<file path="src/rtl/mem_addr_trans_stage_pkg.sv">
`default_nettype none
// ============================================================================
// Module  : mem_addr_trans_stage_pkg
// Brief   : Shared MMU types, access-type/size encodings and exception codes.
// Revision: 1.0 - initial release
// ============================================================================
package mem_addr_trans_stage_pkg;

    localparam logic [1:0] MMU_FETCH = 2'd0;
    localparam logic [1:0] MMU_LOAD  = 2'd1;
    localparam logic [1:0] MMU_STORE = 2'd2;

    localparam logic [1:0] SIZE_BYTE = 2'd0;
    localparam logic [1:0] SIZE_HALF = 2'd1;
    localparam logic [1:0] SIZE_WORD = 2'd2;

    localparam logic [5:0] ECODE_TLBR = 6'h3F;
    localparam logic [5:0] ECODE_PIL  = 6'h01;
    localparam logic [5:0] ECODE_PIS  = 6'h02;
    localparam logic [5:0] ECODE_PIF  = 6'h03;
    localparam logic [5:0] ECODE_PME  = 6'h04;
    localparam logic [5:0] ECODE_PPI  = 6'h07;
    localparam logic [5:0] ECODE_ADE  = 6'h08;
    localparam logic [5:0] ECODE_ALE  = 6'h09;

    localparam logic [8:0] ESUBCODE_ADEF = 9'd0;
    localparam logic [8:0] ESUBCODE_NONE = 9'd0;

    typedef struct packed {
        logic        valid;
        logic [31:0] vaddr;
        logic [1:0]  mem_type;
        logic        cacop_direct;
    } MmuAddrTransReqSt;

    typedef struct packed {
        logic [31:0] paddr;
        logic        uncache;
        logic        tlbr;
        logic        pif;
        logic        pil;
        logic        pis;
        logic        ppi;
        logic        pme;
    } MmuAddrTransRspSt;

    typedef struct packed {
        logic [31:0] paddr;
        logic        uncache;
        logic        excp;
        logic [5:0]  ecode;
        logic [8:0]  esubcode;
        logic [31:0] badv;
    } MemAddrTransRspSt;

endpackage
`default_nettype wire

</file>
<file path="src/rtl/mem_excp_encoder.sv">
`default_nettype none
// ============================================================================
// Module  : mem_excp_encoder
// Brief   : Fixed-priority exception encoder for a translated memory access.
// Revision: 1.0 - initial release
// ============================================================================
module mem_excp_encoder
    import mem_addr_trans_stage_pkg::*;
(
    input  logic [1:0] vaddr_lo_i,
    input  logic [1:0] mem_type_i,
    input  logic [1:0] size_i,
    input  logic       tlbr_i,
    input  logic       pif_i,
    input  logic       pil_i,
    input  logic       pis_i,
    input  logic       ppi_i,
    input  logic       pme_i,
    output logic       excp_o,
    output logic [5:0] ecode_o,
    output logic [8:0] esubcode_o
);

    logic w_adef;
    logic w_ale;
    logic w_data_access;

    assign w_data_access = (mem_type_i == MMU_LOAD) || (mem_type_i == MMU_STORE);
    assign w_adef        = (mem_type_i == MMU_FETCH) && (vaddr_lo_i != 2'b00);
    assign w_ale         = w_data_access &&
                           (((size_i == SIZE_HALF) && vaddr_lo_i[0]) ||
                            ((size_i == SIZE_WORD) && (vaddr_lo_i != 2'b00)));

    always_comb begin
        excp_o     = 1'b1;
        ecode_o    = 6'd0;
        esubcode_o = ESUBCODE_NONE;
        // Alignment faults are known before translation, so they beat any MMU fault.
        if (w_adef) begin
            ecode_o    = ECODE_ADE;
            esubcode_o = ESUBCODE_ADEF;
        end else if (w_ale) begin
            ecode_o = ECODE_ALE;
        end else if (tlbr_i) begin
            ecode_o = ECODE_TLBR;
        end else if (pif_i) begin
            ecode_o = ECODE_PIF;
        end else if (pil_i) begin
            ecode_o = ECODE_PIL;
        end else if (pis_i) begin
            ecode_o = ECODE_PIS;
        end else if (ppi_i) begin
            ecode_o = ECODE_PPI;
        end else if (pme_i) begin
            ecode_o = ECODE_PME;
        end else begin
            excp_o = 1'b0;
        end
    end

endmodule
`default_nettype wire

</file>
<file path="src/rtl/mem_addr_trans_stage.sv">
`default_nettype none
// ============================================================================
// Module  : mem_addr_trans_stage
// Brief   : Two-stage address translation pipe: MMU request in S1, response reg in S2.
// Revision: 1.0 - initial release
// ============================================================================
module mem_addr_trans_stage
    import mem_addr_trans_stage_pkg::*;
#(
    parameter int TAG_W = 6
) (
    input  logic              clk,
    input  logic              rst,
    input  logic              req_valid_i,
    output logic              req_ready_o,
    input  logic [31:0]       req_vaddr_i,
    input  logic [1:0]        req_mem_type_i,
    input  logic [1:0]        req_size_i,
    input  logic              req_cacop_direct_i,
    input  logic [TAG_W-1:0]  req_tag_i,
    output MmuAddrTransReqSt  mmu_req_o,
    input  MmuAddrTransRspSt  mmu_rsp_i,
    input  logic              flush_i,
    output logic              rsp_valid_o,
    input  logic              rsp_ready_i,
    output logic [31:0]       rsp_paddr_o,
    output logic              rsp_uncache_o,
    output logic [TAG_W-1:0]  rsp_tag_o,
    output logic              rsp_excp_o,
    output logic [5:0]        rsp_ecode_o,
    output logic [8:0]        rsp_esubcode_o,
    output logic [31:0]       rsp_badv_o
);

    logic             s1_valid_q,    s1_valid_d;
    logic [31:0]      s1_vaddr_q,    s1_vaddr_d;
    logic [1:0]       s1_mem_type_q, s1_mem_type_d;
    logic [1:0]       s1_size_q,     s1_size_d;
    logic [TAG_W-1:0] s1_tag_q,      s1_tag_d;

    logic             s2_valid_q, s2_valid_d;
    MemAddrTransRspSt s2_rsp_q,   s2_rsp_d;
    logic [TAG_W-1:0] s2_tag_q,   s2_tag_d;

    logic       w_s1_adv;
    logic       w_req_fire;
    logic       w_s1_excp;
    logic [5:0] w_s1_ecode;
    logic [8:0] w_s1_esubcode;

    // S1 may only take a new entry when its current one can move on; this keeps
    // the MMU's one-deep result buffer tied to whatever sits in S1.
    assign w_s1_adv    = !s2_valid_q || rsp_ready_i;
    assign req_ready_o = !rst && !flush_i && (!s1_valid_q || w_s1_adv);
    assign w_req_fire  = req_valid_i && req_ready_o;

    always_comb begin
        mmu_req_o              = '0;
        mmu_req_o.valid        = w_req_fire && !flush_i;
        mmu_req_o.vaddr        = req_vaddr_i;
        mmu_req_o.mem_type     = req_mem_type_i;
        mmu_req_o.cacop_direct = req_cacop_direct_i;
    end

    mem_excp_encoder u_excp_enc (
        .vaddr_lo_i (s1_vaddr_q[1:0]),
        .mem_type_i (s1_mem_type_q),
        .size_i     (s1_size_q),
        .tlbr_i     (mmu_rsp_i.tlbr),
        .pif_i      (mmu_rsp_i.pif),
        .pil_i      (mmu_rsp_i.pil),
        .pis_i      (mmu_rsp_i.pis),
        .ppi_i      (mmu_rsp_i.ppi),
        .pme_i      (mmu_rsp_i.pme),
        .excp_o     (w_s1_excp),
        .ecode_o    (w_s1_ecode),
        .esubcode_o (w_s1_esubcode)
    );

    always_comb begin
        s1_valid_d    = s1_valid_q;
        s1_vaddr_d    = s1_vaddr_q;
        s1_mem_type_d = s1_mem_type_q;
        s1_size_d     = s1_size_q;
        s1_tag_d      = s1_tag_q;
        s2_valid_d    = s2_valid_q;
        s2_rsp_d      = s2_rsp_q;
        s2_tag_d      = s2_tag_q;

        if (w_s1_adv) begin
            s2_valid_d = s1_valid_q;
            s1_valid_d = 1'b0;
            if (s1_valid_q) begin
                s2_rsp_d.paddr    = mmu_rsp_i.paddr;
                s2_rsp_d.uncache  = mmu_rsp_i.uncache && !w_s1_excp;
                s2_rsp_d.excp     = w_s1_excp;
                s2_rsp_d.ecode    = w_s1_ecode;
                s2_rsp_d.esubcode = w_s1_esubcode;
                s2_rsp_d.badv     = w_s1_excp ? s1_vaddr_q : 32'd0;
                s2_tag_d          = s1_tag_q;
            end
        end

        if (w_req_fire) begin
            s1_valid_d    = 1'b1;
            s1_vaddr_d    = req_vaddr_i;
            s1_mem_type_d = req_mem_type_i;
            s1_size_d     = req_size_i;
            s1_tag_d      = req_tag_i;
        end

        if (flush_i) begin
            s1_valid_d = 1'b0;
            s2_valid_d = 1'b0;
        end
    end

    always_ff @(posedge clk) begin
        if (rst) begin
            s1_valid_q    <= 1'b0;
            s1_vaddr_q    <= '0;
            s1_mem_type_q <= '0;
            s1_size_q     <= '0;
            s1_tag_q      <= '0;
            s2_valid_q    <= 1'b0;
            s2_rsp_q      <= '0;
            s2_tag_q      <= '0;
        end else begin
            s1_valid_q    <= s1_valid_d;
            s1_vaddr_q    <= s1_vaddr_d;
            s1_mem_type_q <= s1_mem_type_d;
            s1_size_q     <= s1_size_d;
            s1_tag_q      <= s1_tag_d;
            s2_valid_q    <= s2_valid_d;
            s2_rsp_q      <= s2_rsp_d;
            s2_tag_q      <= s2_tag_d;
        end
    end

    assign rsp_valid_o    = s2_valid_q;
    assign rsp_paddr_o    = s2_rsp_q.paddr;
    assign rsp_uncache_o  = s2_rsp_q.uncache;
    assign rsp_tag_o      = s2_tag_q;
    assign rsp_excp_o     = s2_rsp_q.excp;
    assign rsp_ecode_o    = s2_rsp_q.ecode;
    assign rsp_esubcode_o = s2_rsp_q.esubcode;
    assign rsp_badv_o     = s2_rsp_q.badv;

endmodule
`default_nettype wire

</file>
<file path="config.mk">
export PLATFORM = sky130hd
export DESIGN_NAME = mem_addr_trans_stage
export DESIGN_NICKNAME = d
export VERILOG_FILES = /design/src/rtl/mem_addr_trans_stage_pkg.sv /design/src/rtl/mem_excp_encoder.sv /design/src/rtl/mem_addr_trans_stage.sv
export SDC_FILE = /design/constraint.sdc
export NUM_CORES = 1
export LEC_CHECK = 0
export CORE_ASPECT_RATIO = 0.7
export CORE_UTILIZATION = 43
export CTS_BUF_LIST = sky130_fd_sc_hd__clkbuf_2 sky130_fd_sc_hd__clkbuf_4 sky130_fd_sc_hd__clkbuf_8
export CTS_CLUSTER_DIAMETER = 100
export DETAILED_ROUTE_END_ITERATION = 10
export PLACE_DENSITY = 0.83
export SYNTH_ARGS = -nofsm -noshare
export SYNTH_HDL_FRONTEND = slang
export SYNTH_SLANG_ARGS = --single-unit
</file>
<file path="constraint.sdc">
create_clock -name clk -period 2 [get_ports clk]
set_clock_uncertainty 0.05 [all_clocks]
set_input_delay 0.4 -clock clk [delete_from_list [all_inputs] [get_ports clk]]
set_output_delay 0.4 -clock clk [all_outputs]
set_load 0.005 [all_outputs]
</file>
# Word-level counts from Yosys, hierarchy flattened
# Cells that the tools add are included.
dict set report totals {
  mem_bits_rw 0
  ff_bits 122
  rom_bits 0
  in_bits 87
  out_inout_bits 125
  latch_bits 0
  n_memories 0
  word_cells 58
}
dict set report classes {
  n_mux 19
  n_eq_ne 4
  magnitude_cmp 0
  n_reduce_logical 23
  shifts 0
  n_div 0
  n_mul 0
  n_bitwise 0
  n_addsub 0
}
# operator count
set op_table {}
lappend op_table {{two-way mux 6 bit} 7}
lappend op_table {{two-way mux 32 bit} 1}
lappend op_table {{two-way mux 1 bit} 10}
lappend op_table {{logical AND 1 bit} 9}
lappend op_table {{zero test 1 bit} 5}
lappend op_table {{equality test 2 x 1 -> 1 bit, second input constant} 2}
lappend op_table {{equality test 2 bit, second input constant} 2}
lappend op_table {{logical OR 1 bit} 4}
lappend op_table {{nonzero test 2 bit} 2}
lappend op_table {{two-way mux 3 bit} 1}
lappend op_table {{zero test 2 bit} 1}
lappend op_table {{AND reduction 2 bit} 1}
lappend op_table {{OR reduction 2 bit} 1}

# Logic depth before layout (Yosys ltp)
# Gate-level depths: netlist (run 1).
dict set report logic_depth {
  ltp_word 10
  ltp_mapped 7
  mapped_depth_nobuf 6
}

# Hierarchy
# From an unflattened synthesis (run 1), not the netlist that was laid out.
dict set report hier_totals {
  hier_cells 670
  area_unflattened_um2 5679.2
}
# module cells_each area_per_inst_um2 seq_area_each_um2 n_inst
set by_module_without_submodules {}
lappend by_module_without_submodules {mem_addr_trans_stage 633 5430.2 2622.5 1}
lappend by_module_without_submodules {mem_excp_encoder 37 249.0 0.0 1}

# Least setup slack after synthesis (run 1)
# No wires, ideal clock.
dict set report synth_path {
  kind {input-to-reg}
  startpoint {input mmu_rsp_i[3] in the netlist's numbering}
  endpoint {register s2_rsp_q, in the netlist rsp_badv_o[10]}
  cell_stages 5
  t_required_ps 1833
  n_path_buf 1
  arrival_ps 1607
  setup_time_ps 117
  setup_slack_ps 226
  cell_sequence {or4_4 nand2b_4 o21a_4 buf_6 a22o_1}
}
dict set report synth_via {
  elab_chain_len 6
}
# element line
set synth_rtl {}
lappend synth_rtl {{start: declaration} mem_addr_trans_stage.sv:22} ;# input MmuAddrTransRspSt mmu_rsp_i,
lappend synth_rtl {{two-way mux 1 bit} mem_excp_encoder.sv:48} ;# end else if (pil_i) begin
lappend synth_rtl {{two-way mux 1 bit} mem_excp_encoder.sv:46} ;# end else if (pif_i) begin
lappend synth_rtl {{two-way mux 1 bit} mem_excp_encoder.sv:44} ;# end else if (tlbr_i) begin
lappend synth_rtl {{two-way mux 1 bit} mem_excp_encoder.sv:42} ;# end else if (w_ale) begin
lappend synth_rtl {{two-way mux 1 bit} mem_excp_encoder.sv:39} ;# if (w_adef) begin
lappend synth_rtl {{two-way mux 32 bit} mem_addr_trans_stage.sv:99} ;# s2_rsp_d.badv = w_s1_excp ? s1_vaddr_q : 32'd0;
lappend synth_rtl {{end signal: assignment} mem_addr_trans_stage.sv:135} ;# s2_rsp_q <= s2_rsp_d;
lappend synth_rtl {{end: declaration} mem_addr_trans_stage.sv:42} ;# MemAddrTransRspSt s2_rsp_q, s2_rsp_d;
# Every way passes these cells.
# A chain may end at the register's enable or synchronous reset.

# Worst setup path after layout (run 1)
dict set report layout_path {
  startpoint {input mmu_rsp_i[3] in the netlist's numbering}
  endpoint {register s2_rsp_q, in the netlist rsp_badv_o[20]}
}
# The elaborated chain is that of the path after synthesis.

==> impl_metrics.sql, run 1 <==
INSERT INTO impl_metrics (metric_group, metric, value, unit) VALUES
('status', 'outcome', 'finished, violations left', ''),
('status', 'failing_checks', 'DRC', ''),
('pwr', 'power.share.clock', '39.5', '%'),
('final_layout', 'post_layout_nonfiller_instances', '850', ''),
('routing', 'dr_total_vias', '4164', ''),
('routing', 'drc', '9', ''),
('yosys', 'synth-edff-count', '0', ''),
('timing', 'report.final.slew_viol_count', '0', ''),
('yosys', 'synth_area_leader_cell', 'sky130_fd_sc_hd__dfxtp_1', ''),
('clocking', 'clk-insertion-delay-late', '0.41', 'ns'),
('yosys', 'yosysWarnings', '0', ''),
('pwr', 'internal_power', '3.90', 'mW'),
('setup_path', 'critical_path.startpoint_type', 'input pin', ''),
('routing', 'routedWlPerCell', '14.6', 'um'),
('pwr', 'swShare', '23.4', '%'),
('pwr', 'design_power_total', '5.08', 'mW'),
('die', 'initial_utilization', '44.2', '%'),
('die', 'fp.dieArea', '11100', 'um2'),
('routing', 'initialDrtViolationCount', '244', ''),
('die', 'fp.dieH', '88.3', 'um'),
('final_layout', 'nets', '794', ''),
('yosys', 'postSynthRegisterBits', '121', ''),
('pwr', 'combPwrFrac', '11.2', '%'),
('grt', 'grt_pass1_wl', '19000', 'um'),
('yosys', 'syn-instance-count', '535', ''),
('grt', 'grt_antenna_before_repair', '1', ''),
('yosys', 'synth_top_cell_area_share', '53.0', '%'),
('grt', 'pin_count_of_the_biggest_net_entering_global_routing', '43', ''),
('yosys', 'async_sr_flop_fraction', '0', '%'),
('setup_path', 'worstReg2RegEnd', 'rsp_badv_o[20]', ''),
('final_layout', 'finalInstanceArea', '6830', 'um2'),
('setup_path', 'timing.critical_path.from', 'mmu_rsp_i[3]', ''),
('timing', 'period_needed', '1.90', 'ns'),
('final_layout', 'fillerInstances', '842', ''),
('pwr', 'power.density_cell_area', '744', 'nW/um2'),
('setup_path', 'worst-setup-path-type', 'input pin to flip-flop', ''),
('clocking', 'cts_num_sinks', '121', ''),
('routing', 'antenna_left', '0', ''),
('setup_path', 'worstPathMaxFanout', '30', ''),
('yosys', 'yosys.cell_types.count', '37', ''),
('yosys', 'synth-seq-area-share', '53.0', '%'),
('pwr', 'seq_power_share', '49.3', '%'),
('final_layout', 'final_layout_size_suffix_gt1_share', '8.77', '%'),
('timing', 'timing.fmax', '0.527', 'GHz'),
('die', 'die_w', '125', 'um'),
('placement', 'gp_congestion', '0.752', ''),
('yosys', 'avgSynthCellArea', '8.55', 'um2'),
('setup_path', 'reg2reg_setup_slack', '0.19', 'ns'),
('grt', 'globalRoute.totalOverflow', '0', ''),
('final_layout', 'num_antenna_cells', '0', ''),
('clocking', 'clock_tree_from_tritoncts', 'done', ''),
('pwr', 'p_leak', '2.48', 'nW'),
('grt', 'grt_pass1_vias', '4007', ''),
('timing', 'final.hold.worst_slack', '0.301', 'ns'),
('die', 'design.portCount', '212', ''),
('setup_path', 'worstReg2RegStart', 's1_mem_type_q[1]', ''),
('die', 'core-area', '10400', 'um2'),
('final_layout', 'area.growth.synth_to_final', '49.3', '%'),
('final_layout', 'layout.cells.most_common', 'sky130_fd_sc_hd__clkdlybuf4s50_1', ''),
('pwr', 'switchingPower', '1.19', 'mW'),
('yosys', 'ys_dominant_reg_cell', 'sky130_fd_sc_hd__dfxtp_1', ''),
('setup_path', 'worstRegToRegCells', '6', ''),
('routing', 'vias_per_cell', '4.90', ''),
('setup_path', 'worst-endpoint-arrival', '2.15', 'ns'),
('pwr', 'ir_worst_vdd', '0.000496', 'V'),
('timing', 'setup-tns-final', '0', 'ns'),
('min_path', 'timing.hold.worst.class', 'input pin to flip-flop', ''),
('clocking', 'max-clock-path-buffers', '2', ''),
('placement', 'dp.cells', '818', ''),
('timing', 'timing_hold_violations_final', '0', ''),
('timing', 'min_period_over_period', '94.9', '%');
==> synthesized netlist by cell type, types with 2 or more instances <==
library cell	count
sky130_fd_sc_hd__a21boi_1	2
sky130_fd_sc_hd__a21oi_1	86
sky130_fd_sc_hd__a22o_1	30
sky130_fd_sc_hd__a32o_1	2
sky130_fd_sc_hd__buf_2	4
sky130_fd_sc_hd__buf_4	45
sky130_fd_sc_hd__buf_6	3
sky130_fd_sc_hd__clkbuf_1	25
sky130_fd_sc_hd__dfxtp_1	121
sky130_fd_sc_hd__inv_1	5
sky130_fd_sc_hd__inv_2	2
sky130_fd_sc_hd__nand2_1	167
sky130_fd_sc_hd__nand2b_1	3
sky130_fd_sc_hd__nand3_1	4
sky130_fd_sc_hd__nor2_1	9
sky130_fd_sc_hd__nor2b_1	3
sky130_fd_sc_hd__nor3_1	2
sky130_fd_sc_hd__o21ai_1	3
==> stage by stage <==
step                setup slack (ns)  utilization, %
floorplan                      0.226               -
global placement              -0.284            62.4
detailed placement            -0.308            62.4
CTS                            0.112            65.9
global route                  0.0391            65.9
finish                         0.102            65.9
==> power by group through the flow <==
| stage | Sequential, mW | Clock, mW | Combinational, mW |
|---|---|---|---|
| 6_report | 2.51 | 2.01 | 0.568 |
| 5_1_grt | 2.51 | 2.17 | 0.616 |
| 4_1_cts | 2.51 | 2.05 | 0.570 |
| 3_5_place_dp | 2.56 | 0 | 0.566 |
| 3_3_place_gp | 2.56 | 0 | 0.555 |
| 2_1_floorplan | 2.56 | 0 | 0.242 |
==> worst min-delay path by stage <==
stage / end / cells past startpoint
2_1_floorplan: rsp_tag_o[0] / 2
4_1_cts: s1_valid_q / 3
3_5_place_dp: rsp_paddr_o[22] / 2
5_1_grt: s1_valid_q / 3
3_3_place_gp: rsp_tag_o[0] / 2
6_report: s1_valid_q / 3
==> final cells by class <==
type	count	area, um2	share of cell area (%)
Sequential cell	121	2420	35.5
Multi-Input combinational cell	338	1690	24.7
Timing Repair Buffer	221	2160	31.7
Clock buffer	23	292	4.27
Inverter	7	26.3	0.385
Tap cell	132	165	2.42
Clock inverter	8	72.6	1.06
==> sequential cells by signal, summed over array words and instances, names as in the netlist <==
name,cells
rsp_paddr_o,32
rsp_tag_o,6
s1_size_q,2
rsp_badv_o,32
s1_valid_q,1
rsp_uncache_o,1
s1_tag_q,6
rsp_ecode_o,5
rsp_excp_o,1
s1_mem_type_q,2
rsp_valid_o,1
s1_vaddr_q,32
==> timing repair <==
| action | CTS | global route |
|---|---|---|
| resized for setup | 3 | 0 |
| hold endpoints to repair | 0 | 0 |
| hold buffers | 0 | 0 |
| setup buffers | 1 | 0 |
| endpoints found under the setup margin | 2 | 0 |
==> cells by family (layout without fill, tap and decap cells) <==
kind of cell             after synthesis  in the layout  synth area share, %
AO/OA/AOI/OAI                        131            131                 17.9
adder cells (fa/ha/maj)                1              1                0.274
buffers and inverters                 84            259                 11.2
flip-flops                           121            121                 53.0
multiplexers                           1              1                0.219
other                                  1              9               0.0820
AND/OR/NAND/NOR                      196            196                 17.3
==> critical path: stages <==
cell	delay [ns]
sky130_fd_sc_hd__clkdlybuf4s50_1	0.42
sky130_fd_sc_hd__or4_4	0.56
sky130_fd_sc_hd__nand2b_4	0.16
sky130_fd_sc_hd__o21a_4	0.32
sky130_fd_sc_hd__a22o_1	0.28
==> metal layers <==
| layer | vias to the layer above | global-route usage (%) | routed length [um] |
|---|---|---|---|
| met1 | 1923 | 26.4 | 5580 |
| met3 | 16 | 7.80 | 801 |
| met5 | - | 0 | 11 |
| met2 | 148 | 38.2 | 5900 |
| li1 | 2075 | - | - |
| met4 | 2 | 7.21 | 110 |
No activity file was read; power rests on OpenSTA's default activity.
==> run 2, diff against run 1 <==
--- a/config.mk
+++ b/config.mk
@@ -6,11 +6,12 @@
 export NUM_CORES = 1
 export LEC_CHECK = 0
 export CORE_ASPECT_RATIO = 0.7
-export CORE_UTILIZATION = 43
+export CORE_UTILIZATION = 46
 export CTS_BUF_LIST = sky130_fd_sc_hd__clkbuf_2 sky130_fd_sc_hd__clkbuf_4 sky130_fd_sc_hd__clkbuf_8
 export CTS_CLUSTER_DIAMETER = 100
 export DETAILED_ROUTE_END_ITERATION = 10
 export PLACE_DENSITY = 0.83
 export SYNTH_ARGS = -nofsm -noshare
 export SYNTH_HDL_FRONTEND = slang
+export SYNTH_HIERARCHICAL = 1
 export SYNTH_SLANG_ARGS = --single-unit
==> run 2 against run 1 <==
Effect of this change:
- the flow now finishes without violations
- first-iteration DRC count rose by 69%
- maximum frequency is 1.9% lower
- critical path depth down 1
- utilization up 1.8 points
- sequential share of layout area is 2.8 points lower
- total power is 17% higher
- via count up 32%
- clock power rose by 23%
- wire length increased by 35%
- worst hold slack improved by 0.10 ns
- non-clock buffer count rose by 14
==> impl_metrics.sql, run 2 <==
INSERT INTO impl_metrics (metric_group, metric, value, unit) VALUES
('status', 'outcome', 'completed', ''),
('routing', 'routedWlPerCell', '17.0', 'um'),
('final_layout', 'nets', '906', ''),
('pwr', 'p_leak', '2.80', 'nW'),
('setup_path', 'worstPathMaxFanout', '4', ''),
('die', 'fp.dieArea', '12800', 'um2'),
('pwr', 'ir_worst_vdd', '0.000400', 'V'),
('die', 'initial_utilization', '47.9', '%'),
('yosys', 'synth_area_leader_cell', 'sky130_fd_sc_hd__dfxtp_1', ''),
('clocking', 'clkTransAtPathRegs', '0.08', 'ns'),
('yosys', 'synth_compound_area_share', '23.4', '%'),
('final_layout', 'num_antenna_cells', '0', ''),
('yosys', 'post_synth_xor_area_fraction', '0.154', '%'),
('routing', 'total_routed_length', '16800', 'um'),
('timing', 'setup_viol', '0', ''),
('clocking', 'cts_num_sinks', '131', ''),
('final_layout', 'area.growth.synth_to_final', '41.4', '%'),
('pwr', 'design_power_total', '5.92', 'mW'),
('flow_run', 'maxcap_viol_count', '0', ''),
('die', 'die_w', '135', 'um'),
('setup_path', 'critical_path.startpoint_type', 'input pin', ''),
('timing', 'min_period_over_period', '96.8', '%'),
('yosys', 'synth.cells.most_frequent', '131 x sky130_fd_sc_hd__dfxtp_1, 97 x sky130_fd_sc_hd__nand3_1, 90 x sky130_fd_sc_hd__o21ai_1', ''),
('clocking', 'max-clock-path-buffers', '2', ''),
('routing', 'initialDrtViolationCount', '413', ''),
('timing', 'period_needed', '1.94', 'ns'),
('yosys', 'ys_dominant_reg_cell', 'sky130_fd_sc_hd__dfxtp_1', ''),
('final_layout', 'most_used_cells_in_the_layout_excluding_fill_and_tap_cells', '206 x sky130_fd_sc_hd__clkdlybuf4s50_1, 130 x sky130_fd_sc_hd__dfxtp_1, 97 x sky130_fd_sc_hd__nand3_1', ''),
('yosys', 'avgSynthCellArea', '8.48', 'um2'),
('clocking', 'clock_tree.root_cell', 'sky130_fd_sc_hd__clkbuf_8', ''),
('routing', 'dr_total_vias', '5494', ''),
('timing', 'timing.slew.headroom', '50.0', '%'),
('routing', 'drt_pass1_iterations', '5', ''),
('timing', 'report.final.slew_viol_count', '0', ''),
('clocking', 'clk-insertion-delay-late', '0.42', 'ns'),
('routing', 'vias_per_cell', '5.56', ''),
('grt', 'grt_pass1_vias', '5115', ''),
('die', 'design.portCount', '212', ''),
('yosys', 'async_sr_flop_fraction', '0', '%'),
('yosys', 'synth_most_common_cell', 'sky130_fd_sc_hd__dfxtp_1', ''),
('yosys', 'yosys.cell_types.count', '39', ''),
('setup_path', 'worst-endpoint-arrival', '1.49', 'ns'),
('min_path', 'timing.hold.worst.class', 'input pin to flip-flop', ''),
('yosys', 'synth_top_cell_area_share', '46.2', '%'),
('final_layout', 'layout.cells.most_common', 'sky130_fd_sc_hd__clkdlybuf4s50_1', ''),
('yosys', 'synth_top_family_by_area', 'compound AO/OA/AOI/OAI gates', ''),
('grt', 'grt_antenna_before_repair', '0', ''),
('clocking', 'tritoncts.num_buffers', '17', ''),
('die', 'fp.dieH', '95.0', 'um'),
('yosys', 'synthTopCellsByArea', 'sky130_fd_sc_hd__dfxtp_1 46%, sky130_fd_sc_hd__nand3_1 8.5%, sky130_fd_sc_hd__o21ai_1 7.9%', ''),
('yosys', 'synth.area.mux_share', '0', '%'),
('clocking', 'h_tree_depth_reported_by_cts', '4', ''),
('setup_path', 'required_worst_endpoint', '1.55', 'ns'),
('yosys', 'synth-edff-count', '0', ''),
('timing', 'timing.fmax', '0.517', 'GHz'),
('timing', 'timing_hold_violations_final', '0', ''),
('final_layout', 'final_layout_size_suffix_gt1_share', '13.7', '%'),
('grt', 'pin_count_of_the_biggest_net_entering_global_routing', '70', ''),
('yosys', 'postSynthRegisterBits', '131', ''),
('placement', 'count_of_buffers_from_port_buffering', '209', ''),
('timing', 'worst-slew-pin-transition', '0.749', 'ns'),
('setup_path', 'worst_setup_ep_type', 'primary output', ''),
('grt', 'track_usage', '26.2', '%'),
('setup_path', 'worst-setup-path-type', 'input pin to primary output', ''),
('placement', 'detailed_place_hpwl', '11000', 'um'),
('yosys', 'synth-seq-area-share', '46.2', '%'),
('yosys', 'adder_cell_share_of_the_synthesized_area', '0.220', '%'),
('grt', 'globalRoute.totalOverflow', '0', ''),
('yosys', 'synthSimpleGateAreaFrac', '16.9', '%'),
('placement', 'gp_congestion', '0.801', ''),
('die', 'core-area', '11900', 'um2'),
('pwr', 'power.density_cell_area', '738', 'nW/um2'),
('clocking', 'clock_tree_from_tritoncts', 'done', ''),
('final_layout', 'finalInstanceArea', '8030', 'um2'),
('yosys', 'syn-instance-count', '670', ''),
('routing', 'antenna_left', '0', ''),
('die', 'floorplan.rows', '33', ''),
('yosys', 'post_synth_instance_area', '5680', 'um2'),
('yosys', 'yosysWarnings', '6', ''),
('placement', 'placedInstanceArea', '7570', 'um2'),
('routing', 'drc', '0', ''),
('grt', 'grt_pass1_wl', '26300', 'um');
[run 2: stage by stage]
| stage | worst slack, ns | hold WS [ns] | instances | setup TNS, ns | util, % |
|---|---|---|---|---|---|
| after floorplan | 0.184 | 0.379 | 678 | 0 | - |
| after global placement | -0.377 | 0.387 | 955 | -9.57 | 63.9 |
| after detailed placement | -0.385 | 0.396 | 955 | -12.86 | 63.9 |
| after CTS | 0.00689 | 0.371 | 987 | 0 | 67.6 |
| after global routing | -0.0106 | 0.394 | 988 | -0.0106 | 67.8 |
| final | 0.0642 | 0.402 | 988 | 0 | 67.8 |
[run 2: cells by family (layout without fill, tap and decap cells)]
group,count (synthesis),count (layout)
AO/OA/AOI/OAI,230,230
AND/OR/NAND/NOR,186,186
flip-flops,131,131
buffers and inverters,120,273
adder cells (fa/ha/maj),1,1
other,1,9
XOR/XNOR,1,1
[run 2: timing repair]
| item | 4_1_cts | 5_1_grt |
|---|---|---|
| endpoints found under the setup margin | 2 | 32 |
| hold buffers | 0 | 0 |
| gates cloned | 0 | 0 |
| resized for setup | 8 | 3 |
| setup buffers | 0 | 1 |
| pin swaps | 0 | 1 |
[run 2: critical path, stage by stage]
cell and delay, ns:
sky130_fd_sc_hd__clkdlybuf4s50_1 0.52, sky130_fd_sc_hd__nand3b_4 0.17, sky130_fd_sc_hd__nor3b_2 0.16, sky130_fd_sc_hd__clkdlybuf4s15_2 0.23
[run 2: worst paths after layout]
path,startpoint,endpoint,cells past startpoint,slack [ns]
min reg2reg,s1_vaddr_q[16],s1_vaddr_q[16],2,0.41
min,rst,rsp_paddr_o[31],3,0.40
max reg2reg,s1_mem_type_q[0],rsp_badv_o[5],8,0.14
max,rsp_ready_i,req_ready_o,4,0.06
[run 2: per-layer routing]
layer,GRT usage [%],share of wire [%],up-vias
li1,-,-,2628
met1,33.4,41,2598
met2,43.5,48,257
met3,8.16,9.9,11
met4,5.71,0.63,0
met5,0,0,-
[run 2: report_power, final]
part | switching, mW | internal, mW | total, mW
Clock | 1.09 | 1.39 | 2.48
Sequential | 0.0516 | 2.70 | 2.75
Combinational | 0.307 | 0.387 | 0.694
[run 2: layout make-up]
cell class                      instances  area (um2)
Timing Repair Buffer                  235        2370
Fill cell                             923        3820
Inverter                                6        22.5
Tap cell                              157         196
Clock buffer                           18         241
Clock inverter                         14         200
Sequential cell                       131        2630
Multi-Input combinational cell        427        2380
==> run 3, diff against run 2 <==
--- a/config.mk
+++ b/config.mk
@@ -6,11 +6,13 @@
 export NUM_CORES = 1
 export LEC_CHECK = 0
 export CORE_ASPECT_RATIO = 0.7
-export CORE_UTILIZATION = 46
+export CORE_MARGIN = 1
+export CORE_UTILIZATION = 39
 export CTS_BUF_LIST = sky130_fd_sc_hd__clkbuf_2 sky130_fd_sc_hd__clkbuf_4 sky130_fd_sc_hd__clkbuf_8
 export CTS_CLUSTER_DIAMETER = 100
 export DETAILED_ROUTE_END_ITERATION = 10
-export PLACE_DENSITY = 0.83
+export PLACE_DENSITY = 0.72
+export SKIP_CTS_REPAIR_TIMING = 1
 export SYNTH_ARGS = -nofsm -noshare
 export SYNTH_HDL_FRONTEND = slang
 export SYNTH_HIERARCHICAL = 1
==> run 3 against run 2 <==
Effect of this change:
- sequential share of layout area down 0.17 points
- worst hold slack got worse by 0.040 ns
- design area up 0.51%
- clock power fell by 10%
- critical path type is now flip-flop to flip-flop
- non-clock buffer count is 1 higher
==> impl_metrics.sql, run 3 (synthesis results as in run 2) <==
INSERT INTO impl_metrics (metric_group, metric, value, unit) VALUES
('timing', 'final.hold.worst_slack', '0.363', 'ns'),
('timing', 'grt_setup_unrepaired', 'false', ''),
('setup_path', 'critical_path.startpoint_type', 'flip-flop', ''),
('die', 'floorplan.rows', '36', ''),
('die', 'fp.dieH', '103', 'um'),
('pwr', 'ir_worst_vdd', '0.000382', 'V'),
('clocking', 'clkTransAtPathRegs', '0.07', 'ns'),
('placement', 'count_of_buffers_from_port_buffering', '209', ''),
('final_layout', 'final_layout_size_suffix_gt1_share', '13.5', '%'),
('pwr', 'p_leak', '2.84', 'nW'),
('setup_path', 'worstPathMaxFanout', '16', ''),
('setup_path', 'crit_buf_inv', '2', ''),
('grt', 'pin_count_of_the_biggest_net_entering_global_routing', '62', ''),
('final_layout', 'num_antenna_cells', '0', ''),
('flow_run', 'maxcap_viol_count', '0', ''),
('routing', 'routedWlPerCell', '16.7', 'um'),
('min_path', 'min_path_cells', '3', ''),
('final_layout', 'post_layout_nonfiller_instances', '1022', ''),
('routing', 'vias_per_cell', '5.28', ''),
('timing', 'period_needed', '1.92', 'ns'),
('min_path', 'timing.hold.worst.class', 'input pin to flip-flop', ''),
('min_path', 'timing.hold.worst_endpoint', 'rsp_ecode_o[4]', ''),
('min_path', 'timing.hold.worst.start', 'rst', ''),
('die', 'initial_utilization', '40.4', '%'),
('grt', 'grt_antenna_before_repair', '0', ''),
('die', 'fp.dieArea', '15100', 'um2'),
('routing', 'dr_total_vias', '5398', ''),
('routing', 'drc', '0', ''),
('timing', 'report.final.slew_viol_count', '0', ''),
('clocking', 'cts_num_sinks', '131', ''),
('final_layout', 'area.growth.synth_to_final', '42.1', '%'),
('clocking', 'clk-insertion-delay-late', '0.42', 'ns'),
('final_layout', 'most_used_cells_in_the_layout_excluding_fill_and_tap_cells', '206 x sky130_fd_sc_hd__clkdlybuf4s50_1, 130 x sky130_fd_sc_hd__dfxtp_1, 97 x sky130_fd_sc_hd__nand3_1', ''),
('timing', 'timing.fmax', '0.521', 'GHz'),
('timing', 'min_period_over_period', '96.0', '%'),
('setup_path', 'crit_path_cell_trace', 'inv_1, ha_1, nand2b_1, a21o_1, a211o_4, clkbuf_16, nand4_1, a21oi_1', ''),
('routing', 'total_routed_length', '17000', 'um'),
('final_layout', 'nets', '907', ''),
('clocking', 'clock_tree.root_cell', 'sky130_fd_sc_hd__clkbuf_8', ''),
('timing', 'setup_viol', '0', ''),
('routing', 'drt_pass1_iterations', '5', ''),
('die', 'die_w', '146', 'um'),
('setup_path', 'path_delay_family', 'compound AO/OA/AOI/OAI gates', ''),
('die', 'core-area', '14100', 'um2'),
('status', 'outcome', 'completed', ''),
('pwr', 'power.density_cell_area', '702', 'nW/um2'),
('grt', 'grt_pass1_vias', '5144', ''),
('routing', 'antenna_left', '0', ''),
('clocking', 'max-clock-path-buffers', '2', ''),
('setup_path', 'worstRegToRegCells', '8', ''),
('pwr', 'design_power_total', '5.67', 'mW'),
('timing', 'setup-tns-final', '0', 'ns'),
('placement', 'gp_congestion', '0.833', ''),
('setup_path', 'reg2reg_setup_slack', '0.08', 'ns'),
('setup_path', 'worstReg2RegEnd', 'rsp_badv_o[3]', ''),
('grt', 'track_usage', '22.0', '%'),
('setup_path', 'worst_setup_ep_type', 'flip-flop', ''),
('die', 'design.portCount', '212', ''),
('routing', 'initialDrtViolationCount', '316', ''),
('placement', 'pre_cts_ws', '-0.308', 'ns'),
('timing', 'final.setup.worst_slack', '0.0800', 'ns'),
('timing', 'timing.slew.headroom', '49.7', '%'),
('placement', 'dp.cells', '988', ''),
('timing', 'worst-slew-pin-transition', '0.754', 'ns'),
('setup_path', 'crit_path_max_incr_delay', '0.39', 'ns'),
('setup_path', 'required_worst_endpoint', '2.22', 'ns'),
('grt', 'grt_pass1_wl', '26200', 'um'),
('timing', 'timing_hold_violations_final', '0', ''),
('placement', 'detailed_place_hpwl', '11300', 'um'),
('final_layout', 'layout.cells.most_common', 'sky130_fd_sc_hd__clkdlybuf4s50_1', ''),
('setup_path', 'crit_slowest_cell', 'sky130_fd_sc_hd__a211o_4', ''),
('clocking', 'clock_tree_from_tritoncts', 'done', ''),
('setup_path', 'worst-setup-path-type', 'flip-flop to flip-flop', ''),
('final_layout', 'fillerInstances', '1265', ''),
('clocking', 'tritoncts.num_buffers', '17', ''),
('setup_path', 'worst-endpoint-arrival', '2.14', 'ns'),
('setup_path', 'worstReg2RegStart', 's1_mem_type_q[0]', ''),
('clocking', 'h_tree_depth_reported_by_cts', '4', ''),
('grt', 'globalRoute.totalOverflow', '0', '');
run 3: through the flow:
stage	area (um2)	util, %
detailed placement	7620	54.2
finish	8070	57.4
global placement	7620	54.2
CTS	8020	57.1
global route	8070	57.4
floorplan	5710	-
run 3: worst min-delay path, stage by stage:
cell,delay [ns]
sky130_fd_sc_hd__buf_4,0.13
sky130_fd_sc_hd__buf_4,0.20
sky130_fd_sc_hd__a21oi_1,0.05
run 3: area by class of cell:
class,count,area [um2],share of cell area (%)
Sequential cell,131,2630,32.5
Timing Repair Buffer,236,2410,29.9
Multi-Input combinational cell,427,2370,29.4
Clock buffer,23,292,3.61
Tap cell,190,238,2.94
Clock inverter,9,105,1.30
Inverter,6,22.5,0.279
run 3: report_power, final:
part	internal [mW]	switching [mW]
clock network	1.23	0.999
registers	2.70	0.0509
logic	0.390	0.306
total	4.31	1.36
run 3: how the worst max path moves through the flow:
| stage | from | endpoint | slack (ns) | depth (start not counted) |
|---|---|---|---|---|
| finish | s1_mem_type_q[0] | rsp_badv_o[3] | 0.08 | 8 |
| global route | s1_mem_type_q[0] | rsp_badv_o[11] | 0.01 | 8 |
| CTS | rsp_ready_i | req_ready_o | -0.31 | 4 |
| detailed placement | req_valid_i | mmu_req_o[35] | -0.31 | 4 |
| global placement | req_valid_i | mmu_req_o[35] | -0.31 | 4 |
| floorplan | s1_mem_type_q[0] | rsp_badv_o[18] | 0.18 | 9 |
run 3: routing by layer:
layer | track usage, % | routed length [um]
met1 | 28.6 | 7670
met2 | 35.8 | 7950
met3 | 6.95 | 1360
met4 | 4.97 | 49
met5 | 0 | 0
